===== src/rtl/print_console_pkg.sv =====
// Shared definitions for the print console: register offsets, STATUS layout
// and the character that terminates a line.
package print_console_pkg;

  typedef enum logic [1:0] {
    REG_DATA   = 2'd0,
    REG_STATUS = 2'd1,
    REG_COUNT  = 2'd2,
    REG_RSVD   = 2'd3
  } reg_sel_e;

  localparam int STAT_TX_READY  = 0;
  localparam int STAT_BUF_EMPTY = 1;
  localparam int STAT_OVERFLOW  = 2;

  // A STATUS write with this data bit set clears the sticky overflow flag.
  localparam int OVF_CLR_BIT = STAT_OVERFLOW;

  localparam logic [7:0] CHAR_NEWLINE = 8'h0A;

  function automatic logic [31:0] status_word(input logic overflow, input logic buf_empty);
    logic [31:0] w;
    w = '0;
    w[STAT_TX_READY]  = 1'b1;
    w[STAT_BUF_EMPTY] = buf_empty;
    w[STAT_OVERFLOW]  = overflow;
    return w;
  endfunction

endpackage


===== src/rtl/print_line_buffer.sv =====
// Character line buffer: stores bytes, flushes on newline or when full,
// and prints the flushed line to the simulator console when ECHO is set.
module print_line_buffer
  import print_console_pkg::*;
#(
  parameter int BUF_DEPTH = 128,
  parameter bit ECHO      = 1'b1
) (
  input  logic       clock,
  input  logic       reset,
  input  logic       wr_en,
  input  logic [7:0] wr_char,
  input  logic       ovf_clr,
  output logic       buf_empty,
  output logic       overflow
);

  localparam int AW = $clog2(BUF_DEPTH);
  localparam int LW = AW + 1;

  logic [7:0]    mem_q [BUF_DEPTH];
  logic [LW-1:0] level_q, level_d;
  logic [LW-1:0] level_inc;
  logic          overflow_q, overflow_d;
  logic          full_hit;
  logic          flush;

  always_comb begin
    level_inc  = level_q + LW'(1);
    full_hit   = wr_en && (level_inc == LW'(BUF_DEPTH));
    flush      = wr_en && ((wr_char == CHAR_NEWLINE) || full_hit);
    level_d    = level_q;
    overflow_d = overflow_q;
    if (wr_en) begin
      level_d = flush ? '0 : level_inc;
    end
    if (ovf_clr) begin
      overflow_d = 1'b0;
    end
    if (full_hit) begin
      overflow_d = 1'b1;
    end
  end

  always_ff @(posedge clock or negedge reset) begin
    if (!reset) begin
      level_q    <= '0;
      overflow_q <= 1'b0;
    end else begin
      level_q    <= level_d;
      overflow_q <= overflow_d;
    end
  end

  // Storage needs no reset: the level alone says which entries are live.
  always_ff @(posedge clock) begin
    if (wr_en) begin
      mem_q[level_q[AW-1:0]] <= wr_char;
    end
  end

`ifndef SYNTHESIS
  // The flushing character is taken straight from the input, since it is
  // written into storage on this same edge.
  always_ff @(posedge clock) begin
    if (ECHO && reset && flush) begin
      for (int i = 0; i < BUF_DEPTH; i++) begin
        if (i < int'(level_q)) begin
          $write("%c", mem_q[i]);
        end
      end
      $write("%c", wr_char);
    end
  end
`endif

  assign buf_empty = (level_q == '0);
  assign overflow  = overflow_q;

endmodule


===== src/rtl/print_console.sv =====
// Memory-mapped console device: single-cycle valid/ready register interface,
// address decode and the running character count.
module print_console
  import print_console_pkg::*;
#(
  parameter int BUF_DEPTH = 128,
  parameter bit ECHO      = 1'b1
) (
  input  logic        clock,
  input  logic        reset,
  input  logic        print_valid,
  input  logic        print_instr,
  input  logic [31:0] print_addr,
  input  logic [31:0] print_wdata,
  input  logic [3:0]  print_wstrb,
  output logic [31:0] print_rdata,
  output logic        print_ready
);

  logic        ready_q, ready_d;
  logic [31:0] rdata_q, rdata_d;
  logic [31:0] count_q, count_d;
  logic        is_write;
  reg_sel_e    sel;
  logic        char_wr;
  logic        ovf_clr;
  logic        buf_empty;
  logic        overflow;
  logic        unused_bits;

  assign unused_bits = ^{print_addr[31:4], print_addr[1:0], print_wdata[31:8]};

  always_comb begin
    ready_d  = 1'b0;
    rdata_d  = '0;
    count_d  = count_q;
    char_wr  = 1'b0;
    ovf_clr  = 1'b0;
    is_write = |print_wstrb;
    sel      = reg_sel_e'(print_addr[3:2]);
    // Instruction fetches are acknowledged with zero data and touch nothing.
    if (print_valid) begin
      ready_d = 1'b1;
      if (!print_instr) begin
        if (is_write) begin
          case (sel)
            REG_DATA:   char_wr = print_wstrb[0];
            REG_STATUS: ovf_clr = print_wdata[OVF_CLR_BIT];
            default:    ;
          endcase
        end else begin
          case (sel)
            REG_STATUS: rdata_d = status_word(overflow, buf_empty);
            REG_COUNT:  rdata_d = count_q;
            default:    rdata_d = '0;
          endcase
        end
      end
    end
    if (char_wr) begin
      count_d = count_q + 32'd1;
    end
  end

  always_ff @(posedge clock or negedge reset) begin
    if (!reset) begin
      ready_q <= 1'b0;
      rdata_q <= '0;
      count_q <= '0;
    end else begin
      ready_q <= ready_d;
      rdata_q <= rdata_d;
      count_q <= count_d;
    end
  end

  print_line_buffer #(
    .BUF_DEPTH(BUF_DEPTH),
    .ECHO     (ECHO)
  ) u_line_buffer (
    .clock    (clock),
    .reset    (reset),
    .wr_en    (char_wr),
    .wr_char  (print_wdata[7:0]),
    .ovf_clr  (ovf_clr),
    .buf_empty(buf_empty),
    .overflow (overflow)
  );

  assign print_ready = ready_q;
  assign print_rdata = rdata_q;

endmodule


===== config.mk =====
export PLATFORM = sky130hd
export DESIGN_NAME = print_console
export DESIGN_NICKNAME = d
export VERILOG_FILES = /design/src/rtl/print_console_pkg.sv /design/src/rtl/print_line_buffer.sv /design/src/rtl/print_console.sv
export SDC_FILE = /design/constraint.sdc
export NUM_CORES = 1
export LEC_CHECK = 0
export ABC_AREA = 0
export ABC_CLOCK_PERIOD_IN_PS = 1400
export CORE_AREA = 2 2 86 88
export DETAILED_ROUTE_END_ITERATION = 10
export DIE_AREA = 0 0 88 90
export DONT_BUFFER_PORTS = 1
export GPL_TIMING_DRIVEN = 0
export HOLD_SLACK_MARGIN = 0.06
export PLACE_DENSITY_LB_ADDON = 0.25
export SLEW_MARGIN = 30
export SYNTH_ARGS = -nofsm -noshare
export SYNTH_HDL_FRONTEND = slang
export SYNTH_SLANG_ARGS = --single-unit

===== constraint.sdc =====
create_clock -name clock -period 1.4 [get_ports clock]
set_input_delay 0.42 -clock clock [delete_from_list [all_inputs] [get_ports clock]]
set_output_delay 0.42 -clock clock [all_outputs]
set_load 0.02 [all_outputs]

==> results <==
-- metal layers --
layer / up-vias / GRT usage [%]
li1: 1046 / -
met1: 1096 / 23.55
met2: 62 / 25.38
met3: 13 / 6.336
met4: 0 / 6.026
met5: - / 0
-- registers in the layout, indices dropped and copies added, names as in the netlist --
register / cells
count_q: 32
print_ready: 1
print_rdata: 32
u_line_buffer.level_q: 8
u_line_buffer.overflow: 1
-- metrics by stage --
stage	std cells	cell area [um^2]
2_1_floorplan	269	3244
3_3_place_gp	368	3368
3_5_place_dp	368	3368
4_1_cts	406	3899
5_1_grt	422	4202
6_report	422	4202
-- repair_timing --
| item | CTS | global route |
|---|---|---|
| pin swaps | 15 | 22 |
| setup endpoints to repair | 57 | 52 |
| gates resized for setup | 37 | 39 |
| cloned | 0 | 1 |
| hold endpoints to repair | 74 | 74 |
| buffers inserted | 22 | 17 |
-- final cells by class --
cell class	instances	share of cell area (%)
flip-flops and latches	74	44.22
multi-input cells	180	37.37
repair buffers	40	7.892
clock buffers	10	3.038
well taps	99	2.948
clock inverters	6	2.144
plain buffers	8	1.519
inverters	5	0.8636
-- kinds of logic (layout without fill, tap and decap cells) --
family / after synthesis / in the layout / share of synthesized area (%)
AND/OR/NAND/NOR: 116 / 116 / 22.98
flip-flops: 74 / 74 / 58.54
XOR/XNOR: 32 / 32 / 8.860
AO/OA/AOI/OAI: 25 / 25 / 4.945
buffers and inverters: 15 / 69 / 1.938
adder cells (fa/ha/maj): 6 / 6 / 2.373
multiplexers: 1 / 1 / 0.3560
-- critical path: cells and delay by family, from the launching register on --
family                     cells  cell delay (ns)
DFF                            1             0.40
xor gates and xnor gates       1             0.17
adders and majority gates      1             0.22
and+or+nand+nor                3             0.58
buffers and inverters          1             0.15
-- worst paths after layout --
kind                       slack (ns)  cells past startpoint                 endpoint
max in group asynchronous        1.54                      0   count_q[1]$_DFFE_PN0P_
max                             -0.20                      6  count_q[22]$_DFFE_PN0P_
max reg2reg                     -0.20                      6  count_q[22]$_DFFE_PN0P_
min in group clock               0.09                      0    print_ready$_DFF_PN0_
min                             -0.25                      0  count_q[18]$_DFFE_PN0P_
min reg2reg                      0.48                      1  count_q[31]$_DFFE_PN0P_
-- cell usage in the layout (no fill, tap or decap), types with 2 or more instances in the layout --
cell	n
dfrtp_1	69
buf_4	34
and3_1	31
nand2_1	18
xnor2_1	18
clkbuf_8	10
xor2_1	9
nand3_1	8
o21ai_1	8
nor2_1	7
buf_6	6
nand3_4	6
and3_4	6
nand2_4	5
nand4_1	5
dfrtp_2	5
clkbuf_1	4
inv_1	3
and3_2	3
and4_4	3
o31ai_1	3
xnor2_2	3
ha_1	3
inv_6	2
or4_4	2
nor3_2	2
nor3_1	2
nor4_4	2
nor2b_1	2
a311oi_4	2
and2_1	2
a31oi_1	2
ha_4	2
bufinv_16	2
-- power by group --
part / switching (uW) / leakage (uW) / internal [uW]
Sequential: 121 / 0.00101 / 2240
Clock: 803 / 0.000107 / 1010
Combinational: 337 / 0.000989 / 342
==> summary.md <==
| Metric | Value |
|---|---|
| Status | finished with violations |
| Failing checks | negative hold slack, negative setup slack |
| CTS max path bufs | 2 |
| Overflow after GRT | 0 |
| Starting Density | 45.05% |
| Post-DRT Antenna Nets | 0 |
| Skew-Pair Late Insertion Delay | 0.36 ns |
| Sum Neg Setup Slack | -2.038 ns |
| Critical path type | reg -> reg |
| FFs w/ async S/R, synth | between 90% and 100% |
| Critical path arrival | about 1.9 ns |
| Metal2 WL | 3079 um |
| Relative slew slack | between 70 and 80% |
| Setup crit end kind | register |
| Die Y | around 90 um |
| Max rail drop VDD | approximately 0.77 mV |
| Row Count | 31 |
| Met3 wire length | between 300 and 400 um |
| Max-cap violations | 0 |
| Leak | 0.002110 uW |
| FF+latch area | 1858 um^2 |
| Final setup margin | -0.1994 ns |
| Share of post-route cells with drive strength above 1 | between 30% and 40% |
| Util after Layout | between 50% and 60% |
| Top-count cell post-synth | dfrtp_1 |
| Layout fillers | 571 |
| Fin crit period | approximately 1.6 ns |
| Mean Syn Cell Area | about 12 um^2 |
| CTS tree | yes |
| Tcrit/Tclk final | 114.2% |
| Sequential area share after synthesis | 58.54% |
| Critical Path Start Type | register |
| Crit-path cells | ha_2 > nand3_4 > nor4_4 > buf_4 > and4_1 > xor2_1 |
| DRC violations left | 0 |
| Hold WS | -0.2504 ns |
| First-pass GRT wire length | around 11000 um |
| Pre-CTS setup slack | -0.6686 ns |
| Via Count | roughly 2200 |
| RSZ-0062 raised after global routing | yes |
| Post-synth top area cell | dfrtp_1 |
| DRT Pass-1 Iters | 4 |
| # H-tree levels | 3 |
| Slowest-stage cell, CP | dfrtp_2 |
| Slew Limit Fails | 0 |
| Largest net degree at the start of global routing | 75 |
| I/O Pins | 105 |
| Worst hold path class | in -> async |
| TritonCTS Buffers | 9 |
| Core Region | 7020 um^2 |
| Wire per inst | about 15 um |
| Crit path required time | around 1.7 ns |
| Synth cell types | between 40 and 50 |
| Layout area overhead | 32.83% |
| Main synth FF type | dfrtp_1 |
| Clock root buffer | clkbuf_8 |
| Register clock-pin slew on the reported worst setup and hold paths | 0.08 ns |
| Synth top area cells | dfrtp_1 59%, and3_1 6.9%, xnor2_1 6.1%, xor2_1 2.8%, nand2_1 2.7% |
| Yosys reg bits | 74 |
| Initial antenna violation count | 0 |
| Vias per inst | approximately 5.3 |
| Port-buffer cells | 0 |
| Final wirelength | 6470 um |
| Nets | slightly below 400 |
| Max Clock Freq | approximately 0.63 GHz |
| Clock sinks | 74 |
| Vias in the first global route | ~2200 |
| Post-synthesis cell count | roughly 270 |
| Dpl hpwl | 3755 um |
| Clock skew | 0.01262 ns |
| Crit path from | count_q[0]$_DFFE_PN0P_ |
| Final setup vio count | 20 |
| Critical Path Max Stage Delay | approximately 0.40 ns |
| Multi-input logic area | between 1500 and 2000 um^2 |
| 1st-iter DRT viols | ~70 |
| EDFF count, synth | 0 |
| Post-synth top area share | about three fifths |
| Hold Violations, Final | 74 |
| Antenna diode count | 0 |
| Die width | slightly below 90 um |
| Global-route total usage across every layer | roughly 17% |
| GP Congestion | 0.8092 |
| Commonest cells post-synth | 74 x dfrtp_1, 35 x and3_1, 23 x nand2_1 |
| Top layer in use | met4 |
| Die area | 7920 um^2 |
| Reg2reg start | count_q[0]$_DFFE_PN0P_ |
| Yosys Warn Count | 0 |
| Wl on met1 | approximately 2900 um |
| Mapped Nets | approximately 350 |
| PD cells | between 1000 and 1500 nW/um^2 |
| Total power | approximately 4900 uW |
| Slew of the pin with the lowest slew margin | ~0.38 ns |
| Largest fanout on the critical path | 4 |
| Mapped cell area | about 3200 um^2 |
Power figures use the tool's default switching activity.
